File: src/rtl/spi_pkg.sv
// SPI memory link shared definitions: frame geometry, command encoding, FSM states.
// Latency: n/a (constants only).
// Backpressure: n/a.
package spi_pkg;

    localparam int SPI_ADDR_W     = 7;
    localparam int SPI_DATA_W     = 8;
    localparam int SPI_FRAME_BITS = 16;

    // Command byte LSB: 1 selects a read, 0 a write.
    localparam logic RW_READ = 1'b1;

    // State codes are fixed so the slave FSM decodes the same values.
    localparam logic [2:0] ST_IDLE  = 3'd0;
    localparam logic [2:0] ST_SETUP = 3'd1;
    localparam logic [2:0] ST_SHIFT = 3'd2;
    localparam logic [2:0] ST_HOLD  = 3'd3;
    localparam logic [2:0] ST_DONE  = 3'd4;

    typedef enum logic [2:0] {
        IDLE  = ST_IDLE,
        SETUP = ST_SETUP,
        SHIFT = ST_SHIFT,
        HOLD  = ST_HOLD,
        DONE  = ST_DONE
    } spi_state_t;

endpackage

File: src/rtl/spi_master_if.sv
// Host request/response bus plus SPI pins of the SPI memory initiator.
// Latency: n/a (wires only).
// Backpressure: host must hold off start while busy is high; extra starts are dropped.
interface spi_master_if;
    import spi_pkg::*;

    logic                  start;
    logic                  rw;
    logic [SPI_ADDR_W-1:0] addr;
    logic [SPI_DATA_W-1:0] wdata;
    logic                  busy;
    logic                  done;
    logic [SPI_DATA_W-1:0] rdata;
    logic                  sclk;
    logic                  cs_n;
    logic                  mosi;
    logic                  miso;

    // Initiator view.
    modport master (
        input  start, rw, addr, wdata, miso,
        output busy, done, rdata, sclk, cs_n, mosi
    );

    // Host plus memory-side view.
    modport slave (
        output start, rw, addr, wdata, miso,
        input  busy, done, rdata, sclk, cs_n, mosi
    );

endinterface

File: src/rtl/spi_tick_gen.sv
// Half-period timebase: one-cycle tick every HALF clocks while enabled.
// Latency: first tick HALF cycles after enable rises; counter clears when disabled.
// Backpressure: none; free-running while enabled.
module spi_tick_gen #(
    parameter int HALF = 8
) (
    input  logic clk,
    input  logic reset_n,
    input  logic enable,
    output logic tick
);

    localparam int             CW   = (HALF > 1) ? $clog2(HALF) : 1;
    localparam logic [CW-1:0]  TERM = CW'(HALF - 1);

    logic [CW-1:0] cnt;

    // Count 0..HALF-1 and reload; parked at zero whenever the link is idle.
    always_ff @(posedge clk) begin
        if (!reset_n || !enable) begin
            cnt <= '0;
        end else if (cnt == TERM) begin
            cnt <= '0;
        end else begin
            cnt <= cnt + CW'(1);
        end
    end

    assign tick = enable && (cnt == TERM);

endmodule

File: src/rtl/spi_master.sv
// SPI mode-0 initiator: one {addr,rw} command byte plus one data byte per request.
// Latency: cs_n low for 34*HALF cycles from the cycle after start; done on the first cs_n-high cycle.
// Backpressure: start honoured only in IDLE (busy=0); starts while busy are dropped, no queueing.
module spi_master
    import spi_pkg::*;
#(
    parameter int HALF = 8
) (
    input  logic         clk,
    input  logic         reset_n,
    spi_master_if.master bus
);

    // The slave's input conditioner needs at least four cycles per sclk phase.
    if (HALF < 4) begin : g_half_check
        $error("spi_master: HALF must be 4 or more");
    end

    spi_state_t                state;
    logic [SPI_FRAME_BITS-1:0] tx;
    logic [SPI_FRAME_BITS-1:0] frame;
    logic [SPI_DATA_W-1:0]     rx;
    logic [SPI_DATA_W-1:0]     rdata_q;
    logic [3:0]                bit_cnt;
    logic                      last_bit;
    logic                      rw_q;
    logic                      sclk_q;
    logic                      cs_n_q;
    logic                      mosi_q;
    logic                      busy_q;
    logic                      done_q;
    logic                      tick_en;
    logic                      tick;

    // Reads clock out a zero data byte; the slave drives miso during it.
    assign frame = {bus.addr, bus.rw, (bus.rw == RW_READ) ? {SPI_DATA_W{1'b0}} : bus.wdata};

    assign tick_en = (state == SETUP) || (state == SHIFT) || (state == HOLD);

    spi_tick_gen #(.HALF(HALF)) u_tick (
        .clk     (clk),
        .reset_n (reset_n),
        .enable  (tick_en),
        .tick    (tick)
    );

    // Frame sequencer; every pin and status output is a flop driven from here.
    always_ff @(posedge clk) begin
        if (!reset_n) begin
            state    <= IDLE;
            tx       <= '0;
            rx       <= '0;
            rdata_q  <= '0;
            bit_cnt  <= '0;
            last_bit <= 1'b0;
            rw_q     <= 1'b0;
            sclk_q   <= 1'b0;
            cs_n_q   <= 1'b1;
            mosi_q   <= 1'b0;
            busy_q   <= 1'b0;
            done_q   <= 1'b0;
        end else begin
            case (state)
                IDLE: begin
                    if (bus.start) begin
                        tx       <= frame;
                        rw_q     <= bus.rw;
                        rx       <= '0;
                        bit_cnt  <= '0;
                        last_bit <= 1'b0;
                        cs_n_q   <= 1'b0;
                        mosi_q   <= frame[SPI_FRAME_BITS-1];
                        busy_q   <= 1'b1;
                        state    <= SETUP;
                    end
                end
                SETUP: begin
                    // Leaving SETUP is the first sclk rise of the frame.
                    if (tick) begin
                        sclk_q <= 1'b1;
                        rx     <= {rx[SPI_DATA_W-2:0], bus.miso};
                        state  <= SHIFT;
                    end
                end
                SHIFT: begin
                    if (tick) begin
                        if (sclk_q) begin
                            // Falling edge: advance mosi, or park it low after bit 15.
                            sclk_q <= 1'b0;
                            tx     <= {tx[SPI_FRAME_BITS-2:0], 1'b0};
                            if (bit_cnt == 4'd15) begin
                                last_bit <= 1'b1;
                                mosi_q   <= 1'b0;
                            end else begin
                                bit_cnt <= bit_cnt + 4'd1;
                                mosi_q  <= tx[SPI_FRAME_BITS-2];
                            end
                        end else if (last_bit) begin
                            // Low phase of the 16th bit has elapsed.
                            last_bit <= 1'b0;
                            bit_cnt  <= '0;
                            state    <= HOLD;
                        end else begin
                            // Rising edge: only the last eight samples survive in rx.
                            sclk_q <= 1'b1;
                            rx     <= {rx[SPI_DATA_W-2:0], bus.miso};
                        end
                    end
                end
                HOLD: begin
                    if (tick) begin
                        cs_n_q <= 1'b1;
                        done_q <= 1'b1;
                        if (rw_q == RW_READ) begin
                            rdata_q <= rx;
                        end
                        state <= DONE;
                    end
                end
                DONE: begin
                    done_q <= 1'b0;
                    busy_q <= 1'b0;
                    state  <= IDLE;
                end
                default: begin
                    state <= IDLE;
                end
            endcase
        end
    end

    assign bus.sclk  = sclk_q;
    assign bus.cs_n  = cs_n_q;
    assign bus.mosi  = mosi_q;
    assign bus.busy  = busy_q;
    assign bus.done  = done_q;
    assign bus.rdata = rdata_q;

endmodule

File: src/flat_wrapper.sv
// flat-port wrapper written by rule: the top's interface ports become plain ports
module spi_master_flat import spi_pkg::*;
#(
    parameter int HALF = 8
)
  (clk, reset_n, bus_start, bus_rw, bus_addr, bus_wdata, bus_miso, bus_busy, bus_done, bus_rdata, bus_sclk, bus_cs_n, bus_mosi);
  spi_master_if bus_i ();
  input  logic clk;
  input  logic reset_n;
  input wire logic [$bits(bus_i.start)-1:0] bus_start;
  input wire logic [$bits(bus_i.rw)-1:0] bus_rw;
  input wire logic [$bits(bus_i.addr)-1:0] bus_addr;
  input wire logic [$bits(bus_i.wdata)-1:0] bus_wdata;
  input wire logic [$bits(bus_i.miso)-1:0] bus_miso;
  output wire logic [$bits(bus_i.busy)-1:0] bus_busy;
  output wire logic [$bits(bus_i.done)-1:0] bus_done;
  output wire logic [$bits(bus_i.rdata)-1:0] bus_rdata;
  output wire logic [$bits(bus_i.sclk)-1:0] bus_sclk;
  output wire logic [$bits(bus_i.cs_n)-1:0] bus_cs_n;
  output wire logic [$bits(bus_i.mosi)-1:0] bus_mosi;
  assign bus_i.start = bus_start;
  assign bus_i.rw = bus_rw;
  assign bus_i.addr = bus_addr;
  assign bus_i.wdata = bus_wdata;
  assign bus_i.miso = bus_miso;
  assign bus_busy = bus_i.busy;
  assign bus_done = bus_i.done;
  assign bus_rdata = bus_i.rdata;
  assign bus_sclk = bus_i.sclk;
  assign bus_cs_n = bus_i.cs_n;
  assign bus_mosi = bus_i.mosi;
  spi_master #(.HALF(HALF)) u_core (.clk(clk), .reset_n(reset_n), .bus(bus_i));
endmodule
File: config.mk
export PLATFORM = sky130hd
export DESIGN_NAME = spi_master_flat
export DESIGN_NICKNAME = d
export VERILOG_FILES = /design/src/rtl/spi_pkg.sv /design/src/rtl/spi_master_if.sv /design/src/rtl/spi_tick_gen.sv /design/src/rtl/spi_master.sv /design/src/flat_wrapper.sv
export SDC_FILE = /design/constraint.sdc
export NUM_CORES = 1
export LEC_CHECK = 0
export CAP_MARGIN = 0
export CORE_MARGIN = 3
export CORE_UTILIZATION = 55
export DETAILED_ROUTE_END_ITERATION = 12
export PLACE_DENSITY = 0.81
export SKIP_LAST_GASP = 1
export SYNTH_ARGS = -nofsm -noshare
export SYNTH_HDL_FRONTEND = slang
export SYNTH_SLANG_ARGS = --single-unit
File: constraint.sdc
create_clock -name clk -period 2.5 [get_ports clk]
set_clock_uncertainty 0.05 [all_clocks]
set_input_delay 0.5 -clock clk [delete_from_list [all_inputs] [get_ports clk]]
set_output_delay 0.5 -clock clk [all_outputs]
set_load 0.01 [all_outputs]
# Word-level counts from Yosys, hierarchy flattened
# Cells that the tools add are included.
# Widths: inputs -> output; s select.
op_classes:
  n_reduce_logical: 25
  n_eq_ne: 17
  muxes: 43
  add_sub_neg: 2
op_table:
  columns: ["cell", "n"]
  rows:
  - ["$mux 8", 6]
  - ["$mux 15", 3]
  - ["$pmux 15 s2", 1]
  - ["$pmux 8 s3", 1]
  - ["$mux 4", 5]
  - ["$mux 3", 6]
  - ["$mux 1", 13]
  - ["$pmux 1 s2", 6]
  - ["$pmux 3 s4", 1]
  - ["$reduce_and 6->1", 2]
  - ["$ne 2x1->1 const B", 5]
  - ["$reduce_bool 2->1", 5]
  - ["$reduce_and 3->1", 3]
  - ["$pmux 4 s2", 1]
  - ["$reduce_and 4->1", 2]
  - ["$eq 3x2->1 const B", 2]
  - ["$eq 3x3->1 const B", 2]
  - ["$ne 2x2->1 const B", 3]
  - ["$ne 3x3->1 const B", 2]
  - ["$reduce_and 2->1", 3]
  - ["$reduce_and 5->1", 1]
  - ["$add 4x1->4 const B", 1]
  - ["$eq 4x4->1 const B", 1]
  - ["$add 3x1->3 const B", 1]
  - ["other kinds (8)", 11]
totals:
  register_bits: 48
  out_inout_bits: 13
  in_bits: 20
  elab_cells: 100

# Depth between registers and ports, before layout
logic_depth:
  word_depth: 6
  ltp_mapped: 7
  ltp_nobuf: 6

# Hierarchy
# Synthesis repeated with hierarchy kept, for this count alone.
hier_totals:
  cells_unflattened: 230
  area_unflattened_um2: 2095.8
modules_own_cells:
  columns: ["module", "cells_each", "n_inst", "area_per_inst_um2", "seq_area_each_um2"]
  rows:
  - ["spi_master", 221, 1, 1968.1, 900.9]
  - ["spi_tick_gen", 9, 1, 127.6, 60.1]

# Worst setup path after synthesis
# Ideal clock, no wire load.
synth_path:
  path_kind: "flip-flop to flip-flop"
  startpoint: "reg u_core.u_tick.cnt[0]"
  endpoint: "reg u_core.bit_cnt[2]"
  n_path_buf: 1
  slack_ps: 833
  t_required_ps: 2323
  setup_ps: 127
  stages_incl_launch_ff: 8
  arrival_ps: 1491
  period_less_slack_ps: 1667
  cell_sequence: "dfxtp_1 ha_1 ha_1 buf_2 nand2_1 a211o_1 a221oi_1 o22ai_1"
synth_between:
  elab_chain_cells: 4
synth_lines:
  columns: ["element", "line", "text"]
  rows:
  - ["start, declared", "spi_tick_gen.sv:16", "logic [CW-1:0] cnt;"]
  - ["start signal, assigned", "spi_tick_gen.sv:25", "cnt <= cnt + CW'(1);"]
  - ["$eq 3x3->1", "spi_tick_gen.sv:29", "assign tick = enable && (cnt == TERM);"]
  - ["$logic_and 1x1->1", "spi_tick_gen.sv:29", null]
  - ["$ne 2x1->1 (no source line)", null, null]
  - ["$reduce_and 5->1 (no source line)", null, null]
  - ["end signal, assigned", "spi_master.sv:95", "bit_cnt <= bit_cnt + 4'd1;"]
  - ["end, declared", "spi_master.sv:24", "logic [3:0] bit_cnt;"]
# Every way passes these cells.
# A chain may end at the register's enable or synchronous reset.

# Worst setup path in the final report
layout_path:
  startpoint: "reg u_core.u_tick.cnt[0]"
  endpoint: "reg u_core.tx[1]"
layout_between:
  elab_chain_cells: 4
layout_lines:
  columns: ["element", "line", "text"]
  rows:
  - ["$eq 3x3->1", "spi_tick_gen.sv:29", null]
  - ["$logic_and 1x1->1", "spi_tick_gen.sv:29", null]
  - ["$ne 2x1->1 (no source line)", null, null]
  - ["$reduce_and 4->1 (no source line)", null, null]
  - ["end signal, assigned", "spi_master.sv:66", "tx <= frame;"]
  - ["end signal, assigned", "spi_master.sv:90", "tx <= {tx[SPI_FRAME_BITS-2:0], 1'b0};"]
  - ["end, declared", "spi_master.sv:20", "logic [SPI_FRAME_BITS-1:0] tx;"]
# Every way passes these cells.

==> results list <==
* Maximum capacitance violations: 0
- Number of rows in the core area: 22
- In this run the worst path has a maximum fanout of 31.
- The first detailed-routing pass ran for 4 iterations.
- Root Buffer Master: clkbuf_8
- Vias/cell: 5.697
- Remaining design rule violation count: 0
- Across every metal layer, demand over resource in global routing totals 0.1643.
* Final period util: 0.7832
- In the final routed layout, each cell accounts on average for 12.80 um.
- Count of vias placed by the detailed router: 1789
- Floorplan die width: 70.31 um
- Routability-driven placement finished with a final weighted congestion of 0.7965.
- TritonCTS clock tree: done
* Data arrival time of the critical path: 2.11 ns
- For this design, the slowest cell found on the critical path is ha_1.
- In this run the static leakage power is 1.127 nW.
- The final layout contains routed wiring with a total length of 4.020 mm.
- The floorplan step set the die height to 70.31 um.
- The area growth from synthesis to layout is 17.66%.
* Power density over cell area: 525.9 nW/um2
- Global routing finished with a remaining overflow of 0.
- Setup violations remaining at the end of the flow were counted as 0.
- Commonest non-fill, non-tap cell in the layout: dfxtp_1
* Worst Setup End Kind: flip-flop
* Number of warnings printed during yosys synthesis: 0
- The most used flip-flop cell after synthesis is dfxtp_1.
* Sink Count: 48
* Launching element type of the critical path: flip-flop
- The worst setup path is of the reg -> reg kind.
- Fraction of synthesis flops using an asynchronous set or reset pin: 0
- Die ar.: 4944 um2
- Buffers inserted during clock tree synthesis total 5.
- Total power for the finished layout comes to 1.408 mW.
- For this configuration, the core starts out at a cell density of 0.5945.
* Mapped Avg Cell Area: 9.557 um2
* Outcome: complete, no violations
* Share of cells above drive strength 1: 0.08647
* Crit path buffers/inverters: 1
- The worst path in the final design needs a cycle of 1.958 ns, including I/O delays and setup.
* Number of H-tree branching levels: 2
- Counting stages on the worst path, the most repeated cell is ha_1.
* Starting DRC count in detailed routing: 186
- The top cell types in the final layout, fill and taps aside, are dfxtp_1 (48), clkdlybuf4s50_1 (32), nand2_1 (24).
* Final Slew Violations: 0
- The synthesized design contains 48 register bits.
- Pin count of the biggest net entering global routing: 32
* Post-Syn Nets: 261
- At the later pin of the worst-skew pair, clock insertion delay measures 0.30 ns.
- Summing every instance area after synthesis gives 2275 um2.
* Count of input and output buffers: 32
- The longest clock path from root to sink contains 2 buffers.
* Data required, critical path: 2.65 ns
- The initial antenna violation count is 0.
* Final antenna diode count: 0
- Via count of the first global-routing pass: 1481
- The count of nets left with antenna violations once routing finished came out at 0.
- Top Ports: 33
- Gate count of the mapped netlist: 238
- Unrepaired setup endpoints after global routing: no
* Final worst hold slack: 0.3929 ns
- Once detailed placement completed, the half-perimeter wirelength came to 2.739 mm.
* Number of gates resized after CTS: 0
* Worst Tran Pin Value: 0.4603 ns
- The first global-routing pass estimated 6.734 mm of wire.
* Worst vdd ir: 448.8 uV
- Core area: 3826 um2
* Count of different cell masters after synthesis: 46
* Slowest Stage Delay on Critical Path: 0.37 ns
- CP Cell Sequence: ha_1 -> ha_1 -> nand3_1 -> a21boi_2 -> buf_4 -> o311ai_0 -> o211a_1
- Hold Buf Count CTS: 0
- Path type of the worst min-delay path: reg -> reg
* Number of hold violations in the final report: 0
- Clock-pin slew was measured on the worst setup and hold paths at 0.09 ns.
- For this run, the top clock speed supported by timing is 510.8 MHz.
- Delay-heaviest family, CP: adder cells
* Sequential fraction of the synthesis area: 0.4224
- The synthesized design contains 0 enable-type register cells.
- Headroom to the max-slew limit: 0.6927
- Final total negative setup slack: 0 ns
- Postcts setup bufs: 0
- For this run, the post-layout net count is 288.
==> metrics by stage <==
step | setup WS, ns | instances | area, um2 | utilization
global placement | 0.3581 | 306 | 2584 | 0.6753
detailed placement | 0.3160 | 306 | 2584 | 0.6753
floorplan | 0.8328 | 238 | 2275 | -
global route | 0.2825 | 314 | 2676 | 0.6995
finish | 0.5421 | 314 | 2676 | 0.6995
CTS | 0.5376 | 314 | 2676 | 0.6995
==> kinds of logic (layout without fill, tap and decap cells) <==
kind of cell / Yosys count / count (layout) / synth area share
AOI/OAI and AO/OA: 60 / 60 / 0.2107
adders and majority gates: 3 / 3 / 0.01650
xor gates and xnor gates: 1 / 1 / 0.003851
and+or+nand+nor: 76 / 76 / 0.1865
buffers and inverters: 31 / 59 / 0.07645
DFF: 48 / 48 / 0.4224
muxes: 19 / 19 / 0.08361
==> sequential cells by signal, indices dropped and copies added (netlist names) <==
| register | cells |
|---|---|
| u_core.tx | 15 |
| u_core.rw_q | 1 |
| u_core.rx | 8 |
| u_core.bus.busy | 1 |
| u_core.bus.mosi | 1 |
| u_core.bus.done | 1 |
| u_core.bit_cnt | 4 |
| u_core.state | 3 |
| u_core.u_tick.cnt | 3 |
| u_core.last_bit | 1 |
| u_core.bus.rdata | 8 |
| u_core.bus.cs_n | 1 |
| u_core.bus.sclk | 1 |
==> final timing paths <==
check	startpoint	endpoint	slack, ns	cells after the start
worst min-delay path	u_core.u_tick.cnt[0]	u_core.u_tick.cnt[0]	0.39	1
worst max register to register	u_core.u_tick.cnt[0]	u_core.tx[1]	0.54	7
worst max-delay path	u_core.u_tick.cnt[0]	u_core.tx[1]	0.54	7
worst min register to register	u_core.u_tick.cnt[0]	u_core.u_tick.cnt[0]	0.39	1
==> area by class of cell <==
type	count	area, um2
timing repair buffer	38	365.4
clock inverter	3	23.77
inverter	13	48.80
multi-input combinational	159	1149
fill	297	1150
sequential	48	960.9
clock buffer	5	68.82
tap	48	60.06
==> cell usage after synthesis, drive strengths merged (2+ instances only) <==
cell type / number / area share
nand3: 6 / 0.015
ha: 3 / 0.017
and2: 4 / 0.012
a21boi: 11 / 0.036
and3b: 3 / 0.012
nand3b: 3 / 0.0099
nand4: 9 / 0.025
inv: 12 / 0.020
o311ai: 8 / 0.031
nand2b: 3 / 0.0083
o211a: 15 / 0.066
a21oi: 4 / 0.0088
buf: 10 / 0.035
o21ai: 12 / 0.026
dfxtp: 48 / 0.42
a221oi: 2 / 0.0077
mux2i: 19 / 0.084
nor3b: 2 / 0.0066
nand2: 24 / 0.040
clkbuf: 7 / 0.016
nor2: 6 / 0.011
nor2b: 10 / 0.028
==> report_power, final <==
group	internal (mW)	switching, mW
clock network	0.198	0.270
logic	0.0739	0.0592
registers	0.790	0.0163
total	1.06	0.346
==> worst reg2reg max path: stages (launching register included) <==
cell and delay (ns):
dfxtp_1 0.35, ha_1 0.15, ha_1 0.37, nand3_1 0.15, a21boi_2 0.15, buf_4 0.28, o311ai_0 0.21, o211a_1 0.16
==> layer usage <==
| layer | part of all wire | vias up | track usage |
|---|---|---|---|
| li1 | - | 911 | - |
| met3 | 0.048 | 2 | 0.05468 |
| met1 | 0.48 | 832 | 0.2231 |
| met2 | 0.46 | 44 | 0.2484 |
| met5 | 0 | - | 0 |
| met4 | 0.0057 | 0 | 0.04468 |
Note: power is estimated with default switching activity, not from simulation.
